## src/rtl/regfile_wb_scheduler_if.sv

```systemverilog
// Write-back scheduler bundle: issue hazard check,
// two write-back requesters and the register file write port.
interface regfile_wb_scheduler_if #(
  parameter int XLEN = 32,
  parameter int AW   = 5
);
  logic            i_iss_valid;
  logic [AW-1:0]   i_iss_rs1;
  logic [AW-1:0]   i_iss_rs2;
  logic            i_iss_use_rs1;
  logic            i_iss_use_rs2;
  logic            i_iss_wr;
  logic [AW-1:0]   i_iss_rd;
  logic            o_iss_ready;
  logic            i_wb0_valid;
  logic [AW-1:0]   i_wb0_rd;
  logic [XLEN-1:0] i_wb0_data;
  logic            o_wb0_ready;
  logic            i_wb1_valid;
  logic [AW-1:0]   i_wb1_rd;
  logic [XLEN-1:0] i_wb1_data;
  logic            o_wb1_ready;
  logic [AW-1:0]   o_rf_wr_addr;
  logic [XLEN-1:0] o_rf_wr_data;
  logic            o_rf_wr_wren;
  logic [31:0]     o_busy;
  logic [5:0]      o_pending;

  modport master (
    output i_iss_valid, i_iss_rs1, i_iss_rs2,
    output i_iss_use_rs1, i_iss_use_rs2,
    output i_iss_wr, i_iss_rd,
    output i_wb0_valid, i_wb0_rd, i_wb0_data,
    output i_wb1_valid, i_wb1_rd, i_wb1_data,
    input  o_iss_ready, o_wb0_ready, o_wb1_ready,
    input  o_rf_wr_addr, o_rf_wr_data, o_rf_wr_wren,
    input  o_busy, o_pending
  );

  modport slave (
    input  i_iss_valid, i_iss_rs1, i_iss_rs2,
    input  i_iss_use_rs1, i_iss_use_rs2,
    input  i_iss_wr, i_iss_rd,
    input  i_wb0_valid, i_wb0_rd, i_wb0_data,
    input  i_wb1_valid, i_wb1_rd, i_wb1_data,
    output o_iss_ready, o_wb0_ready, o_wb1_ready,
    output o_rf_wr_addr, o_rf_wr_data, o_rf_wr_wren,
    output o_busy, o_pending
  );
endinterface

```

## src/rtl/regfile_wb_scheduler.sv

```systemverilog
// Round-robin write-back arbiter for the single register
// file write port, plus busy scoreboard for RAW/WAW stalls.
module regfile_wb_scheduler #(
  parameter int XLEN = 32,
  parameter int AW   = 5
) (
  input logic i_clk,
  input logic i_rst,
  regfile_wb_scheduler_if.slave bus
);
  localparam int NR = 1 << AW;
  localparam int PW = 6;

  logic [NR-1:0]   busy;
  logic [NR-1:0]   busy_nxt;
  logic [NR-1:0]   set_vec;
  logic [NR-1:0]   clr_vec;
  logic [PW-1:0]   pending;
  logic [PW-1:0]   pend_nxt;
  logic            ptr;
  logic            g0;
  logic            g1;
  logic            hazard;
  logic            iss_fire;
  logic [AW-1:0]   g_rd;
  logic [XLEN-1:0] g_data;
  logic [AW-1:0]   wr_addr;
  logic [XLEN-1:0] wr_data;
  logic            wren;

  always_comb begin
    g0 = bus.i_wb0_valid &&
         (!bus.i_wb1_valid || !ptr);
    g1 = bus.i_wb1_valid &&
         (!bus.i_wb0_valid || ptr);
    g_rd   = bus.i_wb0_rd;
    g_data = bus.i_wb0_data;
    unique case (1'b1)
      g1:      begin
        g_rd   = bus.i_wb1_rd;
        g_data = bus.i_wb1_data;
      end
      default: ;
    endcase
  end

  always_comb begin
    hazard =
      (bus.i_iss_use_rs1 && busy[bus.i_iss_rs1]) ||
      (bus.i_iss_use_rs2 && busy[bus.i_iss_rs2]) ||
      (bus.i_iss_wr && busy[bus.i_iss_rd]);
    iss_fire = bus.i_iss_valid && !hazard;
    set_vec = '0;
    if (iss_fire && bus.i_iss_wr &&
        bus.i_iss_rd != '0)
      set_vec[bus.i_iss_rd] = 1'b1;
    clr_vec = '0;
    if (wren)
      clr_vec[wr_addr] = 1'b1;
    // set after clear so a same-edge collision keeps the bit
    busy_nxt = (busy & ~clr_vec) | set_vec;
    busy_nxt[0] = 1'b0;
    pend_nxt = '0;
    for (int i = 0; i < NR; i++)
      pend_nxt = pend_nxt + PW'(busy_nxt[i]);
  end

  always_ff @(posedge i_clk or negedge i_rst) begin
    if (!i_rst) begin
      busy    <= '0;
      pending <= '0;
      ptr     <= 1'b0;
      wren    <= 1'b0;
      wr_addr <= '0;
      wr_data <= '0;
    end else begin
      busy    <= busy_nxt;
      pending <= pend_nxt;
      if (g0 || g1) begin
        ptr     <= g0;
        wr_addr <= g_rd;
        wr_data <= g_data;
        wren    <= (g_rd != '0);
      end else begin
        wren    <= 1'b0;
      end
    end
  end

  assign bus.o_iss_ready  = !hazard;
  assign bus.o_wb0_ready  = g0;
  assign bus.o_wb1_ready  = g1;
  assign bus.o_rf_wr_addr = wr_addr;
  assign bus.o_rf_wr_data = wr_data;
  assign bus.o_rf_wr_wren = wren;
  assign bus.o_busy       = busy;
  assign bus.o_pending    = pending;
endmodule

```

## src/flat_wrapper.sv

```systemverilog
// flat-port wrapper written by rule: the top's interface ports become plain ports
module regfile_wb_scheduler_flat 
#(
  parameter int XLEN = 32,
  parameter int AW   = 5
)
  (i_clk, i_rst, bus_i_iss_valid, bus_i_iss_rs1, bus_i_iss_rs2, bus_i_iss_use_rs1, bus_i_iss_use_rs2, bus_i_iss_wr, bus_i_iss_rd, bus_i_wb0_valid, bus_i_wb0_rd, bus_i_wb0_data, bus_i_wb1_valid, bus_i_wb1_rd, bus_i_wb1_data, bus_o_iss_ready, bus_o_wb0_ready, bus_o_wb1_ready, bus_o_rf_wr_addr, bus_o_rf_wr_data, bus_o_rf_wr_wren, bus_o_busy, bus_o_pending);
  regfile_wb_scheduler_if #(.XLEN(XLEN), .AW(AW)) bus_i ();
  input logic i_clk;
  input logic i_rst;
  input wire logic [$bits(bus_i.i_iss_valid)-1:0] bus_i_iss_valid;
  input wire logic [$bits(bus_i.i_iss_rs1)-1:0] bus_i_iss_rs1;
  input wire logic [$bits(bus_i.i_iss_rs2)-1:0] bus_i_iss_rs2;
  input wire logic [$bits(bus_i.i_iss_use_rs1)-1:0] bus_i_iss_use_rs1;
  input wire logic [$bits(bus_i.i_iss_use_rs2)-1:0] bus_i_iss_use_rs2;
  input wire logic [$bits(bus_i.i_iss_wr)-1:0] bus_i_iss_wr;
  input wire logic [$bits(bus_i.i_iss_rd)-1:0] bus_i_iss_rd;
  input wire logic [$bits(bus_i.i_wb0_valid)-1:0] bus_i_wb0_valid;
  input wire logic [$bits(bus_i.i_wb0_rd)-1:0] bus_i_wb0_rd;
  input wire logic [$bits(bus_i.i_wb0_data)-1:0] bus_i_wb0_data;
  input wire logic [$bits(bus_i.i_wb1_valid)-1:0] bus_i_wb1_valid;
  input wire logic [$bits(bus_i.i_wb1_rd)-1:0] bus_i_wb1_rd;
  input wire logic [$bits(bus_i.i_wb1_data)-1:0] bus_i_wb1_data;
  output wire logic [$bits(bus_i.o_iss_ready)-1:0] bus_o_iss_ready;
  output wire logic [$bits(bus_i.o_wb0_ready)-1:0] bus_o_wb0_ready;
  output wire logic [$bits(bus_i.o_wb1_ready)-1:0] bus_o_wb1_ready;
  output wire logic [$bits(bus_i.o_rf_wr_addr)-1:0] bus_o_rf_wr_addr;
  output wire logic [$bits(bus_i.o_rf_wr_data)-1:0] bus_o_rf_wr_data;
  output wire logic [$bits(bus_i.o_rf_wr_wren)-1:0] bus_o_rf_wr_wren;
  output wire logic [$bits(bus_i.o_busy)-1:0] bus_o_busy;
  output wire logic [$bits(bus_i.o_pending)-1:0] bus_o_pending;
  assign bus_i.i_iss_valid = bus_i_iss_valid;
  assign bus_i.i_iss_rs1 = bus_i_iss_rs1;
  assign bus_i.i_iss_rs2 = bus_i_iss_rs2;
  assign bus_i.i_iss_use_rs1 = bus_i_iss_use_rs1;
  assign bus_i.i_iss_use_rs2 = bus_i_iss_use_rs2;
  assign bus_i.i_iss_wr = bus_i_iss_wr;
  assign bus_i.i_iss_rd = bus_i_iss_rd;
  assign bus_i.i_wb0_valid = bus_i_wb0_valid;
  assign bus_i.i_wb0_rd = bus_i_wb0_rd;
  assign bus_i.i_wb0_data = bus_i_wb0_data;
  assign bus_i.i_wb1_valid = bus_i_wb1_valid;
  assign bus_i.i_wb1_rd = bus_i_wb1_rd;
  assign bus_i.i_wb1_data = bus_i_wb1_data;
  assign bus_o_iss_ready = bus_i.o_iss_ready;
  assign bus_o_wb0_ready = bus_i.o_wb0_ready;
  assign bus_o_wb1_ready = bus_i.o_wb1_ready;
  assign bus_o_rf_wr_addr = bus_i.o_rf_wr_addr;
  assign bus_o_rf_wr_data = bus_i.o_rf_wr_data;
  assign bus_o_rf_wr_wren = bus_i.o_rf_wr_wren;
  assign bus_o_busy = bus_i.o_busy;
  assign bus_o_pending = bus_i.o_pending;
  regfile_wb_scheduler #(.XLEN(XLEN), .AW(AW)) u_core (.i_clk(i_clk), .i_rst(i_rst), .bus(bus_i));
endmodule
```

## config.mk

```make
export PLATFORM = sky130hd
export DESIGN_NAME = regfile_wb_scheduler_flat
export DESIGN_NICKNAME = d
export VERILOG_FILES = /design/src/rtl/regfile_wb_scheduler_if.sv /design/src/rtl/regfile_wb_scheduler.sv /design/src/flat_wrapper.sv
export SDC_FILE = /design/constraint.sdc
export NUM_CORES = 1
export LEC_CHECK = 0
export CELL_PAD_IN_SITES_DETAIL_PLACEMENT = 1
export CELL_PAD_IN_SITES_GLOBAL_PLACEMENT = 1
export CORE_MARGIN = 1.5
export CORE_UTILIZATION = 48
export CTS_CLUSTER_SIZE = 16
export DETAILED_ROUTE_END_ITERATION = 8
export DONT_BUFFER_PORTS = 1
export GPL_TIMING_DRIVEN = 0
export PLACE_DENSITY_LB_ADDON = 0.1
export SYNTH_ARGS = -nofsm -noshare
export SYNTH_HDL_FRONTEND = slang
export SYNTH_SLANG_ARGS = --single-unit
```

## constraint.sdc

```tcl
create_clock -name i_clk -period 7.3 [get_ports i_clk]
set_clock_uncertainty 0.2 [all_clocks]
set_input_delay 0.73 -clock i_clk [delete_from_list [all_inputs] [get_ports i_clk]]
set_output_delay 0.73 -clock i_clk [all_outputs]
set_load 0.1 [all_outputs]
```

Word level (Yosys, flattened, before mapping). Index checks and enable logic that the tools add are counted.

Flip-flop bits (word level): 76. Bits of input ports: 97. Output and inout port bits: 79. Word-level logic and storage cells: 81.

Add/sub/neg operators: 30. $lt $le $gt $ge: 6. Multiplexer cells: 15. Bitwise operators: 3. Reduce and logical (&&, ||, !) cells: 21.

Operators by type and width (count): adder 6 x 1 -> 6 bit (29); 2-to-1 mux 32 bit (3); bitwise AND 32 bit (1); inverter 32 bit (1); bitwise OR 32 bit (1); less-than comparator 5 x 6 -> 1 bit (second input constant) (4); binary-select mux 1 bit (select 5 bit) (3); demux 1 bit (select 5 bit) (2); greater-or-equal comparator 5 x 1 -> 1 bit (second input constant) (2); logical AND 1 bit (10); nonzero test 5 bit (2); 2-to-1 mux 1 bit (6); logical OR 1 bit (5); 2-to-1 mux 5 bit (1); zero test 1 bit (4); adder 1 x 1 -> 2 bit (1).

Depth between registers and ports, before layout. Gate-level depths: netlist of the first run.

Depth after elaboration: 41. Mapped depth: 26. Gate-level depth less buffers: 24.

Worst setup path before layout of the first run. Ideal clock, no wire load.

Path kind: in2reg. Start point: in bus_i_iss_rs2[1]. End point: reg u_core.pending[4] (netlist: u_core.bus.o_pending[4]). Library setup time: 0.123 ns. Arrival: 6.848 ns. Required time: 6.977 ns. Path slack: 0.129 ns. Stages: 25. Buffers on the path: 2. Path through: buf_2 mux4_2 a2bb2oi_1 a221oi_1 a211oi_2 clkbuf_1 o31ai_1 ha_1 fa_1 fa_1 inv_1 fa_1 fa_1 inv_1 fa_1 inv_1 fa_1 inv_1 ha_1 inv_1 fa_1 inv_1 a21o_1 a21oi_1 xnor2_1.

Cells in the longest elaborated chain, start to end: 41.

RTL lines: start: declaration (RTL line flat_wrapper.sv:13) `input wire logic [$bits(bus_i.i_iss_rs2)-1:0] bus_i_iss_rs2;`; binary-select mux 1 bit (select 5 bit) (RTL line regfile_wb_scheduler.sv:50) `(bus.i_iss_use_rs2 && busy[bus.i_iss_rs2]) ||`; 2-to-1 mux 1 bit (not written as such) (RTL line regfile_wb_scheduler.sv:50); logical AND 1 bit (RTL line regfile_wb_scheduler.sv:50); logical OR 1 bit (RTL line regfile_wb_scheduler.sv:49) `(bus.i_iss_use_rs1 && busy[bus.i_iss_rs1]) ||`; logical OR 1 bit (RTL line regfile_wb_scheduler.sv:50); zero test 1 bit (RTL line regfile_wb_scheduler.sv:52) `iss_fire = bus.i_iss_valid && !hazard;`; logical AND 1 bit (RTL line regfile_wb_scheduler.sv:52); logical AND 1 bit (2 in a row) (RTL line regfile_wb_scheduler.sv:54) `if (iss_fire && bus.i_iss_wr &&`; 2-to-1 mux 32 bit (RTL line regfile_wb_scheduler.sv:54); bitwise OR 32 bit (RTL line regfile_wb_scheduler.sv:61) `busy_nxt = (busy & ~clr_vec) | set_vec;`; named net u_core.busy_nxt[1] (RTL line regfile_wb_scheduler.sv:15) `logic [NR-1:0] busy_nxt;`; adder 1 x 1 -> 2 bit (RTL line regfile_wb_scheduler.sv:65) `pend_nxt = pend_nxt + PW'(busy_nxt[i]);`; adder 6 x 1 -> 6 bit (29 in a row) (RTL line regfile_wb_scheduler.sv:65); named net u_core.pend_nxt[4] (RTL line regfile_wb_scheduler.sv:19) `logic [PW-1:0] pend_nxt;`; end signal: assignment (RTL line regfile_wb_scheduler.sv:78) `pending <= pend_nxt;`; end: declaration (RTL line regfile_wb_scheduler.sv:18) `logic [PW-1:0] pending;`.

The timed path passes the listed nets, and every way through them passes these cells. The select of a mux whose other input is x is not followed. A chain may end at the register's enable or synchronous reset.

Worst setup path in the final report of the first run.
Start point: reg u_core.wren (netlist: u_core.bus.o_rf_wr_wren). End point: reg u_core.pending[4] (netlist: u_core.bus.o_pending[4]).

Cells in the longest elaborated chain, start to end: 34.

RTL lines: start: declaration (RTL line regfile_wb_scheduler.sv:29) `logic wren;`; start signal: assignment (RTL line regfile_wb_scheduler.sv:83) `wren <= (g_rd != '0);`; 2-to-1 mux 32 bit (RTL line regfile_wb_scheduler.sv:58) `if (wren)`; inverter 32 bit (RTL line regfile_wb_scheduler.sv:61); bitwise AND 32 bit (RTL line regfile_wb_scheduler.sv:61); bitwise OR 32 bit (RTL line regfile_wb_scheduler.sv:61); named net u_core.busy_nxt[2] (RTL line regfile_wb_scheduler.sv:15); adder 1 x 1 -> 2 bit (RTL line regfile_wb_scheduler.sv:65); adder 6 x 1 -> 6 bit (29 in a row) (RTL line regfile_wb_scheduler.sv:65); named net u_core.pend_nxt[4] (RTL line regfile_wb_scheduler.sv:19).

The timed path passes the listed nets, and every way through them passes these cells.

==> impl_metrics.csv, run 1 <==
group,metric,value,unit
floorplanning,die_area,12390,µm²
logic_synthesis,synth_edf_count,0,
placed_design,place.gp.congestion,0.9471,
placed_design,placed_area,5824,µm²
sta,tightestPinTransition,1.079,ns
global_route,antenna_found_initial,0,
setup_path,path_class,"reg -> reg",
logic_synthesis,synth-seq-cells,76,
clock_tree,cts.reportedPaths.clkPinSlew,0.06,ns
finish,final_cells,783,
clock_tree,htreeDepth,3,
logic_synthesis,ys_types,51,
finish,drive_gt1_share,21.09,%
sta,drv_slew,0,
logic_synthesis,synthesis.nets,738,
clock_tree,clockRootBuffer,"clkbuf_16",
finish,nets,764,
routing,drt_iter0_drc,574,
floorplanning,ios,176,
floorplanning,rows,39,
clock_tree,cts_tree,"built",
clock_tree,clockBufferDepth,2,
logic_synthesis,syn_inst,609,
logic_synthesis,synthFlopType,"dfrtp_1",
placed_design,dp_hpwl,14.75,mm
logic_synthesis,avgSynthCellArea,9.249,µm²
setup_path,start_kind,"flop",
global_route,grt_max_degree,77,
floorplanning,dieHeight,111.3,µm
global_route,grt_overflow,0,
routing,drtAntennaViolNets,0,
clock_tree,cts_buffers,9,
sta,setup_viol,0,
sta,slew_headroom,27.82,%
floorplanning,die_w,111.3,µm
setup_path,critPathRequiredTime,7.33,ns
setup_path,worstPathMaxFanout,8,
routing,drc,0,
placed_design,dp.cells,752,
finish,utilization,57.81,%
routing,wl_per_cell,26.90,µm
global_route,grt_pass1_wl,31.45,mm
logic_synthesis,ys_seq_area_share,33.76,%
logic_synthesis,syn_area,5633,µm²
setup_path,arrival,7.21,ns
sta,period_needed,7.176,ns
logic_synthesis,yosysWarnings,0,
finish,area_growth,17.19,%
clock_tree,clock_latency,0.34,ns
routing,dr_total_vias,5457,
job,cap_violations,0,
sta,hold_viol_final,0,
routing,drtPass1Iterations,5,
routing,vias_per_cell,6.969,
outcome,outcome,"finished, final reports clean",
logic_synthesis,async_reset_ff_share,100.0,%
floorplanning,start_util,49.33,%
setup_path,end_kind,"flop",
floorplanning,core-area,11420,µm²
routing,routed_wl,21.06,mm
sta,post-route-period-util,98.31,%
worst_hold_path,hold_path.class,"in -> async",
sta,setup_tns,0,ns
finish,final_cell_area,6601,µm²
global_route,grt_pass1_vias,5678,
setup_path,r2r_cells,21,
placed_design,port_buffers,0,
finish,num_antenna_cells,0,
clock_tree,cts_sinks,76,
sta,clock.fmax,0.1393,GHz
global_route,track_usage,32.33,%
-- per-layer routing --
layer,GRT usage (%),wire (µm),vias up
met4,9.789,471,0
met5,0,0,-
met1,43.23,8325,2768
met2,52.31,10260,346
li1,-,-,2283
met3,8.165,2001,60
-- worst max-delay path: stages, from the launching register on --
cell and delay, ns:
dfrtp_1 1.02, nand3b_1 0.63, o21ai_0 0.58, o31ai_4 0.16, ha_1 0.34, fa_1 0.48, fa_1 0.55, inv_1 0.07
fa_1 0.46, fa_1 0.51, inv_1 0.05, fa_1 0.49, inv_1 0.06, fa_1 0.43, inv_1 0.07, ha_2 0.17
inv_1 0.06, fa_2 0.38, inv_1 0.06, a21o_1 0.12, a21oi_2 0.05, xnor2_1 0.12
-- logic make-up after synthesis --
kind of cell	after synthesis	synth area share [%]
AO/OA/AOI/OAI	195	22.39
AND/OR/NAND/NOR	146	14.19
buffers and inverters	123	8.952
flip-flops	76	33.76
multiplexers	33	9.996
adder cells (fa/ha/maj)	32	10.17
XOR/XNOR	3	0.4665
other	1	0.06657
-- Yosys cell counts (18+ instances only) --
cell type	number	area (µm²)
a21oi_1	35	175.2
a31oi_1	37	231.5
clkbuf_1	34	127.6
dfrtp_1	76	1902
fa_1	23	460.4
inv_1	68	255.2
mux4_2	18	405.4
nand2_1	18	67.56
nor2_1	57	214.0
o21ai_0	32	160.2
o22ai_1	33	206.5
o31ai_1	31	232.7
-- through the flow --
step	setup WS [ns]	hold slack, ns
after CTS	0.003500	0.09737
final	0.1237	0.07708
after global placement	-0.6664	0.2361
after detailed placement	-0.7918	0.2359
after global routing	-0.05617	0.09954
after floorplan	0.1294	0.2344
-- state kept, by name (all words and copies together) (netlist names) --
| register | count |
|---|---|
| u_core.bus.o_rf_wr_addr | 5 |
| u_core.bus.o_rf_wr_data | 32 |
| u_core.bus.o_busy | 31 |
| u_core.bus.o_rf_wr_wren | 1 |
| u_core.bus.o_pending | 6 |
| u_core.ptr | 1 |
-- placed cells by master, fill, tap and decap left out, types with 3 or more instances in the layout --
cell | Yosys | final
inv_1 | 68 | 68
nor2_1 | 57 | 57
dfrtp_1 | 76 | 44
a31oi_1 | 37 | 37
clkbuf_1 | 34 | 35
a21oi_1 | 35 | 33
o22ai_1 | 33 | 33
o21ai_0 | 32 | 32
dfrtp_4 | 0 | 30
o31ai_1 | 31 | 21
buf_4 | 5 | 20
fa_1 | 23 | 20
mux4_2 | 18 | 18
nand2_1 | 18 | 18
nand4_1 | 16 | 16
nand4b_1 | 14 | 14
mux2i_1 | 12 | 11
nand3b_1 | 11 | 11
o31a_1 | 10 | 10
clkbuf_16 | 0 | 9
ha_1 | 9 | 8
buf_2 | 13 | 6
nor2b_1 | 7 | 6
nand3_1 | 6 | 6
or3b_2 | 5 | 5
o31ai_4 | 0 | 5
o31ai_2 | 0 | 5
buf_6 | 1 | 4
o21a_1 | 3 | 3
a211oi_4 | 1 | 3
clkbuf_4 | 0 | 3
xnor2_1 | 3 | 3
fa_2 | 0 | 3
-- timing repair --
action,in CTS,in global routing
buffers inserted,3,11
endpoints found under the setup margin,6,5
hold buffers,1,0
endpoints found under the hold margin,76,0
resized for setup,77,39
pin swaps,4,19
-- worst paths after layout --
kind                                         startpoint                          end  slack, ns
min in group i_clk                      bus_i_wb0_rd[2]   u_core.bus.o_rf_wr_addr[2]       0.33
worst max register to register  u_core.bus.o_rf_wr_wren      u_core.bus.o_pending[4]       0.12
worst max-delay path            u_core.bus.o_rf_wr_wren      u_core.bus.o_pending[4]       0.12
worst min-delay path                              i_rst  u_core.bus.o_rf_wr_data[18]       0.08
worst min register to register               u_core.ptr  u_core.bus.o_rf_wr_data[14]       0.55
max in group asynchronous                         i_rst         u_core.bus.o_busy[4]       6.45
-- cell type report --
| cell class | instances | area (µm²) |
|---|---|---|
| Clock inverter | 3 | 46.29 |
| Multi-Input combinational cell | 410 | 3405 |
| Fill cell | 1286 | 4817 |
| Clock buffer | 13 | 250.2 |
| Buffer | 55 | 300.3 |
| Sequential cell | 76 | 2017 |
| Inverter | 68 | 255.2 |
| Timing Repair Buffer | 15 | 148.9 |
| Tap cell | 143 | 178.9 |
Power of run 1 is left out: the tool's default activity adds up to more than one toggle a clock period on the data nets, which glitch-free logic cannot reach.
==> run 2, diff against run 1 <==
Settings changed: CAP_MARGIN set to 20.
==> results of run 2 <==
The final DEF is identical to that of run 1; final timing and power are the same.
Power of run 2 is left out for the same reason.
